==> src/rtl/microsequencer.sv <==
// Microsequencer: next-address engine for the SPARC control unit.
// Ports: clk/reset, N/Inv/S/CR fields, MOC/Cond/IMM/dec_state in; state/inc_state/sts/illegal/mem_timeout out.
module microsequencer #(
  parameter int          TIMEOUT    = 15,
  parameter logic [4:0]  TRAP_STATE = 5'd31
) (
  input  logic       clk,
  input  logic       reset,
  input  logic [2:0] N,
  input  logic       Inv,
  input  logic [1:0] S,
  input  logic [4:0] CR,
  input  logic       MOC,
  input  logic       Cond,
  input  logic       IMM,
  input  logic [4:0] dec_state,
  output logic [4:0] state,
  output logic [4:0] inc_state,
  output logic       sts,
  output logic       illegal,
  output logic       mem_timeout
);

  localparam logic [7:0] WLAST = 8'(TIMEOUT - 1);

  logic       csel;
  logic [4:0] nxt;
  logic [7:0] wcnt;
  logic       hold;
  logic       trap;

  always_comb begin
    csel = 1'b0;
    unique case (S)
      2'b00: csel = MOC;
      2'b01: csel = Cond;
      2'b10: csel = IMM;
      2'b11: csel = 1'b0;
    endcase
  end

  assign sts = csel ^ Inv;

  always_comb begin
    nxt = 5'd0;
    unique case (N)
      3'b000: nxt = dec_state;
      3'b001: nxt = 5'd0;
      3'b010: nxt = CR;
      3'b011: nxt = inc_state;
      3'b100: nxt = sts ? CR : inc_state;
      3'b101: nxt = sts ? state : inc_state;
      3'b110: nxt = sts ? CR : dec_state;
      3'b111: nxt = 5'd0;
    endcase
  end

  // A hold that has lasted TIMEOUT edges is forced to the trap address.
  assign hold = (N == 3'b101) && sts;
  assign trap = hold && (wcnt == WLAST);

  always_ff @(posedge clk) begin
    if (reset) begin
      state       <= 5'd0;
      inc_state   <= 5'd1;
      wcnt        <= 8'd0;
      illegal     <= 1'b0;
      mem_timeout <= 1'b0;
    end else if (trap) begin
      state       <= TRAP_STATE;
      inc_state   <= TRAP_STATE + 5'd1;
      wcnt        <= 8'd0;
      mem_timeout <= 1'b1;
    end else begin
      state       <= nxt;
      inc_state   <= nxt + 5'd1;
      wcnt        <= hold ? wcnt + 8'd1 : 8'd0;
      mem_timeout <= 1'b0;
      if (N == 3'b111)
        illegal <= 1'b1;
    end
  end

endmodule

==> config.mk <==
export PLATFORM = sky130hd
export DESIGN_NAME = microsequencer
export DESIGN_NICKNAME = d
export VERILOG_FILES = /design/src/rtl/microsequencer.sv
export SDC_FILE = /design/constraint.sdc
export NUM_CORES = 1
export LEC_CHECK = 0
export ABC_AREA = 1
export ABC_CLOCK_PERIOD_IN_PS = 1550
export BUFFER_PORTS_ARGS = -buffer_cell sky130_fd_sc_hd__buf_4
export CORE_MARGIN = 10
export CORE_UTILIZATION = 30
export CTS_CLUSTER_DIAMETER = 150
export CTS_CLUSTER_SIZE = 28
export DETAILED_ROUTE_END_ITERATION = 7
export MAX_ROUTING_LAYER = met4
export SETUP_SLACK_MARGIN = 0.1
export SLEW_MARGIN = 40
export SYNTH_ARGS = -nofsm -noshare
export SYNTH_HDL_FRONTEND = slang
export SYNTH_SLANG_ARGS = --single-unit
==> constraint.sdc <==
create_clock -name clk -period 1.55 [get_ports clk]
set_input_delay 0.0775 -clock clk [delete_from_list [all_inputs] [get_ports clk]]
set_output_delay 0.0775 -clock clk [all_outputs]
set_load 0.01 [all_outputs]
==> results of run 1 <==
## worst register-to-register path, delay by kind of cell, from the launching register on
| family | cells | cell delay, ns |
|---|---|---|
| buffers and inverters | 2 | 0.24 |
| adders and majority gates | 1 | 0.12 |
| and+or+nand+nor | 4 | 0.55 |
| DFF | 1 | 0.34 |
| AOI/OAI and AO/OA | 1 | 0.04 |
## state kept, by name, summed over array words and instances, names as in the netlist
signal,cells
mem_timeout,1
state,5
inc_state,5
wcnt,8
illegal,1
## layout make-up
| type | instances | share of cell area |
|---|---|---|
| clock buffer | 3 | 0.0222 |
| inverter | 34 | 0.0714 |
| multi-input combinational | 143 | 0.464 |
| sequential | 20 | 0.218 |
| tap | 52 | 0.0350 |
| timing repair buffer | 46 | 0.190 |
## what timing repair did
action / 4_1_cts / 5_1_grt
buffers inserted: 0 / 2
hold buffers: 0 / 0
setup endpoints to repair: 0 / 17
gates resized for setup: 0 / 25
## path summary, 6_finish.rpt
path	end	slack, ns	depth (start not counted)
worst min-delay path	state[2]	0.05	2
worst min register to register	wcnt[0]	0.44	1
worst max register to register	inc_state[4]	0.16	8
worst max-delay path	inc_state[4]	0.16	8
## layout by cell type, fill, tap and decap left out
| master | netlist | layout |
|---|---|---|
| sky130_fd_sc_hd__dfxtp_1 | 20 | 17 |
| sky130_fd_sc_hd__nor3b_1 | 2 | 1 |
| sky130_fd_sc_hd__inv_2 | 3 | 4 |
| sky130_fd_sc_hd__nand2_2 | 6 | 6 |
| sky130_fd_sc_hd__nor3_1 | 2 | 2 |
| sky130_fd_sc_hd__buf_4 | 0 | 44 |
| sky130_fd_sc_hd__ha_1 | 3 | 1 |
| sky130_fd_sc_hd__inv_1 | 31 | 28 |
| sky130_fd_sc_hd__nand2_4 | 3 | 4 |
| sky130_fd_sc_hd__nor2_2 | 4 | 9 |
| sky130_fd_sc_hd__nor2_1 | 19 | 13 |
| sky130_fd_sc_hd__o21ai_0 | 6 | 6 |
| sky130_fd_sc_hd__nand3_1 | 15 | 14 |
| sky130_fd_sc_hd__nor2_4 | 3 | 4 |
| sky130_fd_sc_hd__nor3b_2 | 0 | 1 |
| sky130_fd_sc_hd__a21oi_1 | 3 | 3 |
| sky130_fd_sc_hd__xor2_1 | 3 | 3 |
| sky130_fd_sc_hd__nor2_8 | 1 | 1 |
| sky130_fd_sc_hd__clkbuf_8 | 0 | 3 |
| sky130_fd_sc_hd__inv_4 | 0 | 2 |
| sky130_fd_sc_hd__a21oi_2 | 1 | 1 |
| sky130_fd_sc_hd__o21a_1 | 1 | 1 |
| sky130_fd_sc_hd__xnor2_1 | 1 | 1 |
| sky130_fd_sc_hd__nor4_1 | 1 | 1 |
| sky130_fd_sc_hd__buf_6 | 0 | 2 |
| sky130_fd_sc_hd__o21ai_1 | 1 | 1 |
| sky130_fd_sc_hd__nand4_1 | 3 | 3 |
| sky130_fd_sc_hd__dfxtp_2 | 0 | 3 |
| sky130_fd_sc_hd__ha_4 | 0 | 2 |
| sky130_fd_sc_hd__nand2_1 | 53 | 52 |
| sky130_fd_sc_hd__a31oi_1 | 1 | 1 |
| sky130_fd_sc_hd__nand3b_1 | 1 | 1 |
| sky130_fd_sc_hd__nand3_2 | 10 | 11 |
## cell families (layout without fill, tap and decap cells)
logic type / count (synthesis) / count (layout) / share of synthesized area
DFF: 20 / 20 / 0.302
and+or+nand+nor: 123 / 123 / 0.492
AOI/OAI and AO/OA: 13 / 13 / 0.0547
adders and majority gates: 3 / 3 / 0.0283
buffers and inverters: 34 / 83 / 0.0962
xor gates and xnor gates: 4 / 4 / 0.0264
## where the power goes
part / internal [mW] / switching (mW) / total (mW) / leakage [nW]
sequential: 0.542 / 0.0181 / 0.560 / 0.164
combinational: 0.175 / 0.214 / 0.389 / 0.747
clock: 0.172 / 0.144 / 0.316 / 0.0216
total: 0.889 / 0.376 / 1.26 / 0.933
## through the flow
stage	hold slack [ns]	std cells	utilization
after floorplan	0.147	197	-
after global placement	0.285	293	0.398
after detailed placement	0.284	293	0.398
after CTS	0.0175	296	0.408
after global routing	0.0509	298	0.429
final	0.0463	298	0.429
## metal layers
| layer | wire, um | track usage |
|---|---|---|
| met5 | 0 | - |
| met4 | 17 | 0.0265 |
| met3 | 178 | 0.0206 |
| met2 | 1880 | 0.178 |
| met1 | 1510 | 0.0994 |
==> results, run 1 <==
- The flow ran to the end, and the final reports show no timing, DRC or antenna violations.
- Clock-pin slew was measured on the worst setup and hold paths at 0.07 ns.
- The number of setup violations in the final report is 0.
- In this run, the number of DRC markers left after iteration 0 of detailed routing was 53.
- Along the worst path, the maximum fanout reaches 4.
- The launching instance or port of the critical path is wcnt[0].
- Timing would allow up to 721 MHz.
- The final worst-path setup slack is 0.162 ns.
- In the synthesized netlist, the number of instances is 197.
- The part of the cycle the worst path needs is 0.895.
- The prevailing post-synth register cell is sky130_fd_sc_hd__dfxtp_1.
- Headroom to the max-slew limit came out at 0.838.
- Counting the fill cells in the layout gives between 400 and 500.
- Of all cell types, the one taking the most synthesized area is sky130_fd_sc_hd__dfxtp_1.
- The register bit count reported by yosys is 20.
- Summed over all failing endpoints, the final setup total negative slack is 0 ns.
- The signal on the critical path passes through inv_2 -> ha_4 -> nand4_1 -> nor4_1 -> nand2_1 -> buf_6 -> nand2_4 -> a21oi_1.
- The sort of element at the start of the critical path is a register.
- The number of antenna violations at the first check in global routing is 0.
- The die outline height is 86.5 um.
- The first TritonRoute pass finished after 4 iterations.
- The maximum level of the CTS H-tree is 1.
- By area the synthesized netlist is led by sky130_fd_sc_hd__dfxtp_1, sky130_fd_sc_hd__nand2_1, sky130_fd_sc_hd__inv_1.
- The final RePlAce weighted congestion is about 0.9.
- The startpoint of the tightest hold check path is reset.
- The post-detailed-route DRC marker count is 0.
- The leakage power is 0.933 nW.
- The slew at the pin closest to its max-slew limit is 0.240 ns.
- The number of input and output port buffers inserted is 33.
- The number of antenna repair diodes is 0.
- The number of buffer and inverter instances along the worst setup path is 2.
- The commonest cells after synthesis are sky130_fd_sc_hd__nand2_1, sky130_fd_sc_hd__inv_1, sky130_fd_sc_hd__dfxtp_1.
- The number of CTS-inserted buffers is 3.
- The worst-case IR drop observed on VDD is approximately 0.43 mV.
- The number of global-route vias before repair is around 1300.
- After routing the design area is between 0.0015 and 0.002 mm^2.
- The worst setup path is of the reg2reg kind.
- The area fraction of the dominant cell type after synthesis is 0.302.
- The average instance in the mapped netlist occupies 6.73 um^2.
- In the post-synthesis netlist, the cell with the most instances is sky130_fd_sc_hd__nand2_1.
- The total global routing overflow is 0.
- In this design, the largest share of critical-path delay is due to simple AND/OR/NAND/NOR gates.
- The global-route usage over all layers is 0.0961.
- The startpoint of the worst register-to-register path is wcnt[0].
- The final critical delay including setup and external delays is 1.39 ns.
- In this run the clock root is driven by a sky130_fd_sc_hd__clkbuf_8.
- The footprint of the multi-input gates is between 800 and 900 um^2.
- For this design the ratio of total power to cell area is 681 mW/mm^2.
- The area added between synthesis and finish is 40.0%.
- The maximum cell stage delay along the critical path is approximately 0.34 ns.
- The initialized floorplan defines 24 standard-cell rows.
- The max-capacitance violation count is 0.
- The clock net sink count is 20.
- The number of nets in the finished design is 272.
- The detail route stage leaves a number of antenna-violating nets equal to 0.
- The detailed router placed roughly 1300 vias in this run.
- The maximum number of pins on one net before global-route repair is 11.
- The register area share after synthesis is 0.302.
- Counting flops with a built-in enable in the synthesized netlist gives 0.
- The first global-routing pass estimated just under 6000 um of wire.
- The initial utilization of the core area, before any placement, comes to 0.307.
- For the worst setup path, the data arrival time is 1.53 ns.
- In the final routed layout, each cell accounts on average for 12.0 um.
- 34 I/O pins were placed.
- The floorplan step defined a die boundary enclosing 0.00748 mm^2.
- The netlist uses 26 different library cells.
- Of all flip-flops after synthesis, the portion carrying an async set or reset was 0.
- The chip width is 86.5 um.
- The count of warnings emitted by yosys is 0.
- Setup repair after global routing could not meet its margin everywhere.
- The total power draw is between 1 and 1.5 mW.
- The clock passes through at most 2 buffers.
- The total area of sequential cells is 404 um^2.
- OpenSTA, run right after detailed placement, puts the worst setup slack at -0.104 ns.
- For the worst-skew pair, the clock arrives at the later sink with an insertion delay of 0.25 ns.
- The total area inside the core boundary comes to 0.00432 mm^2.
- When the netlist entered floorplanning its net count stood at approximately 220.
- The TritonCTS clock tree is yes.
- The capturing element type of the critical path is a register.
- The total count of hold-check failures in the final report is 0.
- Summing every instance area after synthesis gives 0.00133 mm^2.
- The required time of the worst setup path is approximately 1.7 ns.
- The worst clock skew on the final layout is 0.00233 ns.
- The final number of max-transition violations came to 0.
- The routed design has 3580 um of wire.
- The worst hold path belongs to the class in2reg.
- The post-placement cell area is ~0.0017 mm^2.
- Among all stages on the critical path, the largest delay is contributed by sky130_fd_sc_hd__dfxtp_2.
- Dividing the detail-routed via count by the number of cells gives around 4.5.
- The fraction of final layout cells sized beyond drive strength 1 is 0.394.
- Detailed placement finished with a half-perimeter wire length of 2980 um.
No activity file was read; power rests on OpenSTA's default activity.
==> run 2: changes to the inputs <==
PLACE_DENSITY = 0.48   (was not set)
==> run 2 against run 1 <==
  * Final area rose by 3.5%
  * Via count fell by 0.37%
  * Sequential share of layout area fell by 0.80 points
  * Worst hold slack got worse by 0.0025 ns
  * Global-route usage rose by 0.39 points
  * Setup slack improved by 0.0028 ns
==> results, run 2 (same netlist as run 1, synthesis figures left out) <==
- The congestion estimate from routability-driven global placement came to 0.835.
- The number of global-route vias before repair is 1392.
- The fraction of power spent switching nets is 0.297.
- The core region is 0.00432 mm^2.
- At the placement stage, the worst setup path has a slack of -0.118 ns.
- Clock-pin slew was measured on the worst setup and hold paths at 0.07 ns.
- The analysis attributes to net switching a power of between 0.3 and 0.4 mW.
- The count of boundary I/O pins is 34.
- The initial utilization of the core area, before any placement, comes to 0.307.
- The total global routing overflow is 0.
- The first-pass iteration count of the detailed router is 4.
- CTS saw 20 sinks.
- TritonCTS built the clock tree.
- The leakage power is slightly below 1 nW.
- The number of hold buffers added after cts is 0.
- The chip width is roughly 86 um.
- The total of fill cells in the finished design is 455.
- In the final layout, the registers with the most flip-flops are wcnt x8, inc_state x5, state x5.
- In the routed design, unresolved DRC markers number 0.
- Max-cap violations in this run came to 0.
- The count of buffers added on input and output ports is 33.
- The final worst-path setup slack is around 0.16 ns.
- The worst-case IR drop observed on VDD is 0.362 mV.
- The worst setup path is captured at a register.
- Power comes to around 1.3 mW.
- Setup repair after global routing could not meet its margin everywhere.
- The root buffer selected by CTS is sky130_fd_sc_hd__clkbuf_8.
- The standard-cell row count is 24.
- The required time of the worst setup path is about 1.7 ns.
- The final number of max-transition violations is 0.
- Across every metal layer, demand over resource in global routing totals 0.100.
- The flow ran to the end, and the final reports show no timing, DRC or antenna violations.
- The fmax is 722 MHz.
- Leaving out fill and tap cells, the most frequent cell in the layout is sky130_fd_sc_hd__nand2_1.
- For the final routed database, the setup TNS stands at 0 ns.
- The worst hold path belongs to the class in2reg.
- The headroom to the max-slew limit is 0.804.
- The sort of element at the start of the critical path is a register.
- The number of nets in the finished design is around 280.
- Setup violations remaining at the end of the flow were counted as 0.
- The power per cell area is between 600 and 700 mW/mm^2.
- Entering global routing, the biggest net connects 11 pins.
- The die outline height is 86.5 um.
- The first global-routing pass estimated 6120 um of wire.
- The half-perimeter wire length after detailed placement is ~3100 um.
- The count of nets left with antenna violations once routing finished came out at 0.
- After detailed routing, the number of vias per cell comes to 4.39.
- Counting the buffers created by CTS gives 3.
- For the pin with the worst max-slew slack, the measured transition is 0.293 ns.
- Summing over every cut layer, the via total after detailed routing is 1338.
- Counting flops per register, the top entry is wcnt.
- The number of antenna violations at the first check in global routing is 0.
- Counting tap cells, the placed design contains a total of between 300 and 400 instances.
- Excluding fillers, the count of instances in the completed layout stands at 305.
- Counting along the longest clock path gives a buffer depth of 2.
- The register with the most flip-flops in the layout has 8 of them.
- The full die area is 0.00748 mm^2.
- The internal cell power is 0.897 mW.
- The detail-routed net length per standard cell is approximately 12 um.
- The worst path needs 1.39 ns of the cycle, external delays included.
- In the layout the commonest cells are sky130_fd_sc_hd__nand2_1, sky130_fd_sc_hd__buf_4, sky130_fd_sc_hd__inv_1, sky130_fd_sc_hd__dfxtp_1, sky130_fd_sc_hd__nand3_1.
- The clock latency on the worst-skew pair is 0.25 ns.
- In this run the number of H-tree levels came out at 1.
- In the final layout, the share of cells above drive strength 1 is 0.411.
- The wire length after detailed routing is 3600 um.
- The total count of hold-check failures in the final report is 0.
- The area added between synthesis and finish is 44.9%.
- Of all nets on the critical path, the largest fanout is 5.
- The share of the core filled with cells in the final layout is 0.444.
- Of the total power, registers draw 0.437.
- The part of the cycle the worst path needs is 0.894.
- The critical path is of the reg2reg type.
- Of the total power, the clock network draws 0.252.
- The number of antenna repair diodes is 0.
- The number of violations reported at the end of detailed-routing iteration 0 is 36.
- Of the total power, combinational logic draws 0.311.
- The critical path arrival is ~1.5 ns.
- Across the routed clock network, the largest skew measured is 0.00168 ns.
[run 2: power by group through the flow]
stage | logic [mW] | clock network, mW | registers [mW]
after global placement | 0.384 | 0 | 0.570
after CTS | 0.384 | 0.341 | 0.557
final | 0.397 | 0.322 | 0.557
after floorplan | 0.189 | 0 | 0.579
after detailed placement | 0.383 | 0 | 0.569
after global routing | 0.440 | 0.358 | 0.561
[run 2: final timing paths]
path            from        to  slack (ns)  depth (start not counted)
max          wcnt[1]   wcnt[1]        0.16                          7
min            reset  state[2]        0.04                          2
max reg2reg  wcnt[1]   wcnt[1]        0.16                          7
min reg2reg  illegal   illegal        0.47                          1
[run 2: per-layer routing]
metal  global-route usage  share of wire
met4               0.0368          0.014
met2                0.172           0.51
met3               0.0216          0.047
met5                    -              0
met1                0.111           0.43
[run 2: worst max-delay path, cell delays in order (launching register included)]
cell and delay [ns]:
sky130_fd_sc_hd__dfxtp_2 0.36, sky130_fd_sc_hd__ha_4 0.13, sky130_fd_sc_hd__nand4_1 0.09, sky130_fd_sc_hd__nor4_2 0.25, sky130_fd_sc_hd__nand2_2 0.15, sky130_fd_sc_hd__nand3_4 0.15, sky130_fd_sc_hd__buf_6 0.12, sky130_fd_sc_hd__nor2_1 0.03
[run 2: repair_timing]
| item | in CTS | in global routing |
|---|---|---|
| gates resized for setup | 0 | 25 |
| endpoints found under the setup margin | 0 | 18 |
| hold endpoints to repair | 0 | 0 |
| buffers inserted | 0 | 1 |
[run 2: per-stage QoR]
stage | hold slack (ns) | area, um^2
floorplan | 0.147 | 1330
global placement | 0.286 | 1780
detailed placement | 0.286 | 1780
CTS | 0.0160 | 1820
global route | 0.0413 | 1920
finish | 0.0438 | 1920
[run 2: area by class of cell]
type / count / area, um^2 / share of cell area
flip-flops and latches: 20 / 403 / 0.210
repair buffers: 53 / 409 / 0.213
multi-input cells: 143 / 876 / 0.456
inverters: 34 / 128 / 0.0664
clock buffers: 3 / 41.3 / 0.0215
well taps: 52 / 65.1 / 0.0339
